### config.mk
export PLATFORM = sky130hd
export DESIGN_NAME = mem_responder
export DESIGN_NICKNAME = d
export VERILOG_FILES = /design/src/rtl/mem_responder.sv
export SDC_FILE = /design/constraint.sdc
export NUM_CORES = 1
export LEC_CHECK = 0
export CORE_MARGIN = 5
export CORE_UTILIZATION = 41
export DETAILED_ROUTE_END_ITERATION = 8
export GPL_ROUTABILITY_DRIVEN = 0
export GPL_TIMING_DRIVEN = 0
export PLACE_DENSITY = 0.8
export SLEW_MARGIN = 20
export SYNTH_ARGS = -nofsm -noshare
export SYNTH_HDL_FRONTEND = slang
export SYNTH_SLANG_ARGS = --single-unit
### constraint.sdc
create_clock -name i_clk -period 4.52 [get_ports i_clk]
set_input_delay 0.678 -clock i_clk [delete_from_list [all_inputs] [get_ports i_clk]]
set_output_delay 0.678 -clock i_clk [all_outputs]
set_load 0.05 [all_outputs]
### src/rtl/mem_responder.sv
// Memory-side responder: accepts one data access, waits LATENCY cycles,
// strobes a single memory read or write, then holds the response until taken.
module mem_responder #(
  parameter int ADDR_WIDTH = 32,
  parameter int DATA_WIDTH = 32,
  parameter int LATENCY    = 2
) (
  input  logic                  i_clk,
  input  logic                  i_rst,
  input  logic                  i_req_valid,
  output logic                  o_req_ready,
  input  logic                  i_req_wen,
  input  logic [ADDR_WIDTH-1:0] i_req_addr,
  input  logic [DATA_WIDTH-1:0] i_req_wdata,
  input  logic [3:0]            i_req_wmask,
  output logic                  o_resp_valid,
  input  logic                  i_resp_ready,
  output logic [DATA_WIDTH-1:0] o_resp_rdata,
  output logic                  o_resp_is_store,
  output logic                  o_mem_re,
  output logic                  o_mem_we,
  output logic [ADDR_WIDTH-1:0] o_mem_addr,
  output logic [DATA_WIDTH-1:0] o_mem_wdata,
  output logic [7:0]            o_mem_wmask,
  input  logic [DATA_WIDTH-1:0] i_mem_rdata
);

  typedef enum logic [1:0] {
    S_IDLE,
    S_WAIT,
    S_RESP
  } state_t;

  state_t                r_state;
  logic [3:0]            r_cnt;
  logic                  r_wen;
  logic [ADDR_WIDTH-1:0] r_addr;
  logic [DATA_WIDTH-1:0] r_wdata;
  logic [3:0]            r_wmask;
  logic                  r_resp_valid;
  logic [DATA_WIDTH-1:0] r_resp_rdata;
  logic                  r_resp_is_store;
  logic                  w_fire;

  // The access happens on the edge that leaves WAIT, so exactly once.
  assign w_fire = (r_state == S_WAIT) && (r_cnt == 4'd0);

  assign o_req_ready     = (r_state == S_IDLE) && !i_rst;
  assign o_resp_valid    = r_resp_valid;
  assign o_resp_rdata    = r_resp_rdata;
  assign o_resp_is_store = r_resp_is_store;
  assign o_mem_re        = w_fire && !r_wen;
  assign o_mem_we        = w_fire && r_wen && (r_wmask != 4'd0);
  assign o_mem_addr      = r_addr;
  assign o_mem_wdata     = r_wdata;
  assign o_mem_wmask     = {4'b0, r_wmask};

  always_ff @(posedge i_clk or posedge i_rst) begin
    if (i_rst) begin
      r_state         <= S_IDLE;
      r_cnt           <= 4'd0;
      r_wen           <= 1'b0;
      r_addr          <= '0;
      r_wdata         <= '0;
      r_wmask         <= 4'd0;
      r_resp_valid    <= 1'b0;
      r_resp_rdata    <= '0;
      r_resp_is_store <= 1'b0;
    end else begin
      unique case (r_state)
        S_IDLE: begin
          if (i_req_valid) begin
            r_wen   <= i_req_wen;
            r_addr  <= i_req_addr;
            r_wdata <= i_req_wdata;
            r_wmask <= i_req_wmask;
            r_cnt   <= 4'(LATENCY - 1);
            r_state <= S_WAIT;
          end
        end
        S_WAIT: begin
          if (r_cnt == 4'd0) begin
            r_state         <= S_RESP;
            r_resp_valid    <= 1'b1;
            r_resp_is_store <= r_wen;
            r_resp_rdata    <= r_wen ? '0 : i_mem_rdata;
          end else begin
            r_cnt <= r_cnt - 4'd1;
          end
        end
        S_RESP: begin
          if (i_resp_ready) begin
            r_state      <= S_IDLE;
            r_resp_valid <= 1'b0;
          end
        end
        default: r_state <= S_IDLE;
      endcase
    end
  end

endmodule

==> results of run 1 <==
[power breakdown]
group          switching, mW  total (mW)  internal (mW)
Clock                  0.318       0.642          0.324
Sequential             0.276        1.73           1.45
Combinational           2.31        3.83           1.51
[state kept, by name, summed over array words and instances, names as in the netlist]
register         cells
o_mem_addr          32
o_mem_wdata         32
o_resp_is_store      1
o_resp_rdata        32
o_resp_valid         1
r_cnt                4
r_state              2
r_wen                1
r_wmask              4
[critical path, stage by stage, from the launching register on]
cell and delay (ns):
dfrtp_1 0.42, inv_1 0.10, ha_1 0.22, nor4b_4 0.30
nand2_4 0.16, buf_6 0.19, nor2_1 0.12, clkdlybuf4s50_1 0.82
[cells by family after synthesis]
logic type / after synthesis
mux: 102
compound gates: 10
buf+inv: 22
fa+ha+maj: 1
simple gates: 55
flops: 109
other cells: 1
[worst paths after layout]
| kind | from | endpoint | slack, ns | cells after the start |
|---|---|---|---|---|
| hold / removal | o_mem_wdata[25]$_DFFE_PP0P_ | o_mem_wdata[25]$_DFFE_PP0P_ | 0.51 | 1 |
| max in group asynchronous | i_rst | o_resp_rdata[14]$_DFFE_PP0P_ | 3.14 | 3 |
| hold reg to reg | o_mem_wdata[25]$_DFFE_PP0P_ | o_mem_wdata[25]$_DFFE_PP0P_ | 0.51 | 1 |
| setup / recovery | r_cnt[0]$_DFFE_PP0P_ | o_mem_we | 1.13 | 7 |
| setup reg to reg | r_state[1]$_DFFE_PP0P_ | o_mem_wdata[3]$_DFFE_PP0P_ | 2.57 | 5 |
| min in group asynchronous | i_rst | r_wmask[1]$_DFFE_PP0P_ | 0.72 | 2 |
[per-stage QoR]
stage	instance area (um^2)	power, mW	setup TNS [ns]	worst slack [ns]
2_1_floorplan	4570	4.32	0	0.968
3_3_place_gp	6840	5.52	-60.51	-0.562
3_5_place_dp	6870	5.61	0	1.51
4_1_cts	7090	6.27	0	1.06
5_1_grt	7090	6.48	0	0.923
6_report	7090	6.20	0	1.13
[cell type report]
| cell class | instances | area, um^2 |
|---|---|---|
| buffer | 19 | 131 |
| clock inverter | 4 | 72.6 |
| clock buffer | 11 | 141 |
| sequential | 109 | 2730 |
| inverter | 3 | 16.3 |
| fill | 854 | 3800 |
| timing repair buffer | 210 | 2120 |
| multi-input combinational | 172 | 1700 |
| tap | 140 | 175 |
[per-layer routing]
metal / up-vias / track usage, %
li1: 1479 / -
met1: 1595 / 21.4
met2: 113 / 31.2
met3: 12 / 4.39
met4: 0 / 5.95
met5: - / 0
[placed cells by master, fill, tap and decap left out, drive strengths merged]
cell	n
clkinvlp	1
clkdlybuf4s50	209
dfrtp	109
a311oi	1
nor2	4
nand3	2
o21ai	2
o41ai	1
nor4b	1
a22o	1
inv	3
nor3b	2
o31ai	2
or4	1
clkinv	1
conb	4
ha	1
nor4bb	1
or4b	1
clkbuf	14
and2	1
nor2b	33
mux2	102
nand2b	1
a21oi	2
buf	17
o21bai	1
bufinv	2
nand2	6
nor3	2
==> flow_summary.yaml, run 1 <==
finish:
  nets: 630
  area_growth_pct: 55.4
  drive_above_1_share_pct: 26.1
  final_core_util_pct: 65.1
  layout.cells.non_filler: 668
  diodes: 0
clocking:
  cts_resized: 0
  cts_tree: "built"
  cts_hold_buf: 0
  clkSlewWorstSetupHoldPaths_ns: 0.10
  clk_latency_ns: 0.37
  cts-htree-levels: 3
  post_cts_buffers: 0
  numCtsBuffers: 9
  clock-sinks: 109
  cts_root_buf: "clkbuf_8"
  clock_path_buffers: 2
grt:
  grt_pass1_wl_um: 18400
  grt_usage_pct: 17.8
  antenna_found_initial: 0
  grt_start_max_net_pins: 71
  grt_overflow: 0
  grt_pass1_vias: 3476
sta:
  finalHoldViolCount: 0
  slew_headroom_pct: 56.1
  layout_min_cycle_time_ns: 3.39
  worst_slew_pin_slew_ns: 0.658
  rsz0062_at_grt: "no"
  slew_violations: 0
  fmax_mhz: 295
  fin_crit_sh_pct: 75.0
  setup_violations: 0
  clock_skew_ns: 0.0131
  whs_ns: 0.510
detailed_routing:
  drtIter0Drc: 94
  wl_met2_um: 6070
  routed_wl_um: 11700
  avgViaCountPerCell: 4.79
  ant_nets: 0
  vias: 3199
  wl_met3_um: 891
  top_layer_used: "met4"
  drc_errors: 0
  dr.pass1.iters: 4
  wl_per_cell_um: 17.5
  wl_met1_um: 4560
synth:
  synthTopCellsByArea: "dfrtp_1 60%, mux2_2 19%, mux2_4 8.9%"
  synth-simple-area-share_pct: 7.79
  ys_types: 31
  synth_compound_area_share_pct: 1.51
  post_synth_mux_area_share_pct: 27.4
  synth_flop_cell: "dfrtp_1"
  synthXorXnorAreaFrac_pct: 0
  yosysTopAreaCellShare_pct: 59.8
  synth_area_um2: 4560
  synthCells: 300
  syn_avg_cell_area_um2: 15.2
  synth_edf_count: 0
  synth_top_family_by_area: "multiplexers"
  synth_area_leader_cell: "dfrtp_1"
  yosysMostFrequentCell: "dfrtp_1"
  synth_commonest_cells: "109 x dfrtp_1, 75 x mux2_2, 33 x nor2b_1, 27 x mux2_4"
  ys_seq_elements: 109
  seq_area_frac_synth_pct: 59.8
  synthAdderAreaFrac_pct: 0.274
  ys_async_sr_fraction_pct: 100
  ys_warn_count: 0
setup_path:
  crit_type: "reg -> out"
  cp_max_fo: 10
  required_ns: 3.84
  critical_path_arrival_ns: 2.71
  startpoint_type: "flop"
  end_kind: "output port"
floorplan:
  io_pins: 214
  die-area_um2: 13300
  die_w_um: 115
  die_h_um: 115
  coreArea_um2: 10900
  num_rows: 38
  start_util_pct: 41.9
outcome:
  status: "finished clean"
hold_path:
  hold_path.class: "reg -> reg"
power_and_ir_drop:
  power.density_nw_per_um2: 874
  ir_drop_v: 0.000502
  p_leak_nw: 3.06
job:
  max_cap_violations: 0
placed_design:
  placed_cells: 653
  post-dp-hpwl_um: 8940
  port_buffers: 209
No activity file was read; power rests on OpenSTA's default activity.
==> run 2, diff against run 1 <==
Settings changed: CORE_UTILIZATION 41 to 37, PLACE_DENSITY 0.8 to 0.76.
Clock period 4.52 ns to 2.9 ns, I/O delays scaled along.
==> run 2 against run 1 <==
Compared with the run above:
- clock skew decreased by 0.0052 ns
- register-to-register slack got worse by 1.6 ns
- final cell count increased by 4.8%
- non-clock buffer count increased by 3
- largest power group unchanged
==> flow_summary.yaml, run 2 (synthesized netlist as in run 1, its figures left out) <==
floorplan:
  start_util_pct: 37.8
  die_w_um: 121
  die-area_um2: 14600
  die_h_um: 121
  coreArea_um2: 12100
  num_rows: 40
  io_pins: 214
setup_path:
  crit_type: "reg -> out"
  required_ns: 2.47
  end_kind: "output port"
  startpoint_type: "flop"
  cp_max_fo: 10
  critical_path_arrival_ns: 2.35
detailed_routing:
  wl_met1_um: 4640
  wl_per_cell_um: 16.6
  wl_met2_um: 5620
  wl_met3_um: 1150
  drtIter0Drc: 112
  dr.pass1.iters: 4
  routed_wl_um: 11600
  drc_errors: 0
  ant_nets: 0
  top_layer_used: "met4"
  avgViaCountPerCell: 4.56
  vias: 3191
clocking:
  cts-htree-levels: 3
  clock-sinks: 109
  post_cts_buffers: 0
  numCtsBuffers: 9
  cts_tree: "built"
  clkSlewWorstSetupHoldPaths_ns: 0.07
  cts_root_buf: "clkbuf_16"
  clk_latency_ns: 0.35
  clock_path_buffers: 2
  cts_resized: 2
  cts_hold_buf: 0
sta:
  clock_skew_ns: 0.00785
  tns_ns: 0
  worst_slew_pin_slew_ns: 0.653
  fmax_mhz: 359
  finalHoldViolCount: 0
  rsz0062_at_grt: "no"
  fin_crit_sh_pct: 96.1
  layout_min_cycle_time_ns: 2.79
  slew_violations: 0
  slew_headroom_pct: 56.4
  setup_violations: 0
placed_design:
  post-dp-hpwl_um: 9010
  placed_cells: 684
  port_buffers: 209
finish:
  final_cell_mix: "207 x clkdlybuf4s50_1, 109 x dfrtp_1, 75 x mux2_2"
  area_growth_pct: 59.2
  fillers: 963
  drive_above_1_share_pct: 26.7
  diodes: 0
  nets: 633
  layout.cells.non_filler: 700
  final_common_cell: "clkdlybuf4s50_1"
grt:
  grt_pass1_wl_um: 18500
  grt_overflow: 0
  grt_pass1_vias: 3557
  grt_usage_pct: 16.2
  antenna_found_initial: 0
  grt_start_max_net_pins: 29
power_and_ir_drop:
  p_leak_nw: 3.12
  power.density_nw_per_um2: 1360
  ir_drop_v: 0.000617
job:
  max_cap_violations: 0
hold_path:
  hold_path.class: "in -> async"
outcome:
  status: "finished clean"
-- run 2: per-stage QoR --
step	area (um^2)	hold slack (ns)	total power [mW]	setup slack, ns	utilization [%]
after floorplan	4580	0.510	6.73	0.598	-
after global placement	6880	0.488	8.59	0.0835	57.0
after detailed placement	6970	0.493	8.74	0.177	57.8
after CTS	7260	0.476	9.99	0.0540	60.2
after global routing	7260	0.517	10.3	0.00112	60.2
final	7260	0.474	9.88	0.115	60.2
-- run 2: worst paths after layout --
check / startpoint / endpoint / slack, ns / depth (start not counted)
setup reg to reg: r_state[1]$_DFFE_PP0P_ / r_wmask[0]$_DFFE_PP0P_ / 0.93 / 5
hold reg to reg: o_mem_wdata[14]$_DFFE_PP0P_ / o_mem_wdata[14]$_DFFE_PP0P_ / 0.50 / 1
min in group i_clk: o_mem_wdata[14]$_DFFE_PP0P_ / o_mem_wdata[14]$_DFFE_PP0P_ / 0.50 / 1
max in group asynchronous: i_rst / o_mem_addr[19]$_DFFE_PP0P_ / 1.58 / 5
setup / recovery: r_cnt[0]$_DFFE_PP0P_ / o_mem_re / 0.11 / 7
hold / removal: i_rst / o_resp_rdata[16]$_DFFE_PP0P_ / 0.47 / 2
-- run 2: cell type report --
cell class | instances | area, um^2 | share of cell area (%)
clock buffers | 12 | 246 | 3.39
well taps | 168 | 210 | 2.89
flip-flops and latches | 109 | 2730 | 37.6
clock inverters | 4 | 47.5 | 0.655
inverters | 3 | 15.0 | 0.207
repair buffers | 213 | 2180 | 30.0
plain buffers | 19 | 131 | 1.81
multi-input cells | 172 | 1700 | 23.4
-- run 2: per-layer routing --
metal / vias up / global-route usage, %
met3: 17 / 5.69
met1: 1545 / 18.9
met5: - / 0
li1: 1483 / -
met2: 146 / 27.2
met4: 0 / 6.44
-- run 2: worst max-delay path, stage by stage, from the launching register on --
cell	delay, ns
dfrtp_1	0.41
inv_1	0.10
ha_1	0.23
nor4b_4	0.31
nand2_4	0.16
buf_6	0.19
nor2_1	0.09
clkdlybuf4s15_1	0.51
-- run 2: power by group --
part,leakage [nW],internal (mW),switching (mW)
clock,0.143,0.691,0.535
sequential,1.32,2.27,0.444
combinational,1.66,2.36,3.58
total,3.12,5.32,4.56
==> run 3, diff against run 2 <==
Settings changed: CORE_MARGIN 5 to not set.
==> run 3 against run 2 <==
Compared with the run above:
- utilization decreased by 0.50 points
- non-clock buffer count down 1
- first-iteration DRC count decreased by 9.8%
- clock skew hardly changed
- highest routed layer unchanged
- critical endpoint unchanged
- final cell count is 3.1% lower
- critical path type unchanged
==> flow_summary.yaml, run 3 (synthesized netlist as in run 1, its figures left out) <==
clocking:
  numCtsBuffers: 9
  cts_tree: "built"
  cts-htree-levels: 3
  clock-sinks: 109
  clock_path_buffers: 2
  clkSlewWorstSetupHoldPaths_ns: 0.07
  clk_latency_ns: 0.34
  cts_root_buf: "clkbuf_16"
hold_path:
  whs_path_depth: 1
  min-delay-start: "o_mem_wdata[10]$_DFFE_PP0P_"
  hold_path.class: "reg -> reg"
  min_to: "o_mem_wdata[10]$_DFFE_PP0P_"
sta:
  setup_violations: 0
  slew_headroom_pct: 61.0
  finalHoldViolCount: 0
  layout_min_cycle_time_ns: 2.57
  fin_crit_sh_pct: 88.6
  tns_ns: 0
  slew_violations: 0
  clock_skew_ns: 0.00796
  rsz0062_at_grt: "no"
  worst_slew_pin_slew_ns: 0.584
  fmax_mhz: 389
setup_path:
  r2r_cells: 5
  reg2reg_to: "r_wmask[1]$_DFFE_PP0P_"
  end_kind: "output port"
  cp_max_fo: 10
  required_ns: 2.47
  startpoint_type: "flop"
  crit_type: "reg -> out"
  rrSetupSlack_ns: 1.04
  r2r_start: "r_state[1]$_DFFE_PP0P_"
  critical_path_arrival_ns: 2.13
floorplan:
  die_h_um: 113
  coreArea_um2: 12000
  die-area_um2: 12800
  io_pins: 214
  start_util_pct: 38.0
  num_rows: 40
  die_w_um: 113
grt:
  antenna_found_initial: 0
  grt_pass1_wl_um: 17400
  grt_overflow: 0
  grt_pass1_vias: 3464
  grt_usage_pct: 17.6
  grt_start_max_net_pins: 34
power_and_ir_drop:
  p_leak_nw: 3.10
  power.density_nw_per_um2: 1360
  p_sw_mw: 4.53
  ir_drop_v: 0.000685
  pwr-share-seq_pct: 27.7
  combPwrFrac_pct: 60.7
  swShare_pct: 46.4
  p_clk_share_pct: 11.6
  internal-power_mw: 5.23
finish:
  final_cell_mix: "207 x clkdlybuf4s50_1, 109 x dfrtp_1, 75 x mux2_2"
  fillers: 1007
  drive_above_1_share_pct: 26.7
  final_common_cell: "clkdlybuf4s50_1"
  layout.cells.non_filler: 678
  nets: 632
  diodes: 0
  area_growth_pct: 57.3
detailed_routing:
  wl_per_cell_um: 15.8
  avgViaCountPerCell: 4.72
  drc_errors: 0
  dr.pass1.iters: 4
  drtIter0Drc: 101
  ant_nets: 0
  routed_wl_um: 10700
  vias: 3200
placed_design:
  port_buffers: 209
  post-dp-hpwl_um: 8140
  placed_cells: 662
outcome:
  status: "finished clean"
job:
  max_cap_violations: 0
-- run 3: cell count changes in the layout (fill, tap and decap cells not counted), sizes merged --
cell	delta
clkinvlp	-1
clkinv	+2
bufinv	-1
clkbuf	+1
buf	-1
clkdlybuf4s15	-1
-- run 3: area by class of cell --
type	count	area, um^2	area share (%)
Sequential cell	109	2730	38.0
Timing Repair Buffer	212	2140	29.9
Multi-Input combinational cell	172	1700	23.7
Clock buffer	12	246	3.44
Tap cell	147	184	2.56
Buffer	19	131	1.83
Clock inverter	4	23.8	0.331
Inverter	3	15.0	0.209
-- run 3: critical path: stages, from the launching register on --
cell and delay (ns):
dfrtp_1 0.41, inv_1 0.10, ha_1 0.21, nor4b_4 0.29, nand2_4 0.18, buf_6 0.19
nor2_1 0.10, clkbuf_2 0.29
-- run 3: power by group through the flow --
stage / Combinational (mW) / Clock, mW / Sequential (mW)
after detailed placement: 5.98 / 0 / 2.73
after global placement: 5.87 / 0 / 2.68
after global routing: 6.18 / 1.23 / 2.81
after floorplan: 1.62 / 0 / 5.11
final: 5.92 / 1.13 / 2.70
after CTS: 5.98 / 1.17 / 2.71
-- run 3: through the flow --
| step | power, mW | instance area, um^2 | util (%) | hold slack (ns) | worst slack [ns] |
|---|---|---|---|---|---|
| floorplan | 6.73 | 4580 | - | 0.510 | 0.598 |
| global placement | 8.55 | 6850 | 57.0 | 0.488 | 0.0934 |
| detailed placement | 8.71 | 6910 | 57.5 | 0.492 | 0.123 |
| CTS | 9.87 | 7180 | 59.8 | 0.510 | 0.0167 |
| global route | 10.2 | 7170 | 59.7 | 0.523 | 0.213 |
| finish | 9.75 | 7170 | 59.7 | 0.505 | 0.331 |
-- run 3: how the worst max path moves through the flow --
stage / from / to / cells after the start
final: r_cnt[0]$_DFFE_PP0P_ / o_mem_re / 7
after floorplan: r_cnt[0]$_DFFE_PP0P_ / o_mem_we / 6
after global routing: r_cnt[0]$_DFFE_PP0P_ / o_mem_we / 7
after global placement: i_rst / o_mem_addr[28]$_DFFE_PP0P_ / 2
after detailed placement: r_cnt[0]$_DFFE_PP0P_ / o_mem_we / 7
after CTS: r_cnt[0]$_DFFE_PP0P_ / o_mem_we / 7
-- run 3: what timing repair did --
action | 4_1_cts | 5_1_grt
buffers inserted | 0 | 0
setup endpoints to repair | 2 | 2
endpoints found under the hold margin | 0 | 0
hold buffers | 0 | 0
gates resized for setup | 2 | 4
-- run 3: routing by layer --
metal  vias to the layer above  part of all wire [%]  global-route usage (%)
met4                         0                   2.1                    7.46
li1                       1471                     -                       -
met3                        20                   6.4                    4.61
met2                       129                    50                    30.5
met5                         -                     0                       0
met1                      1580                    41                    20.5
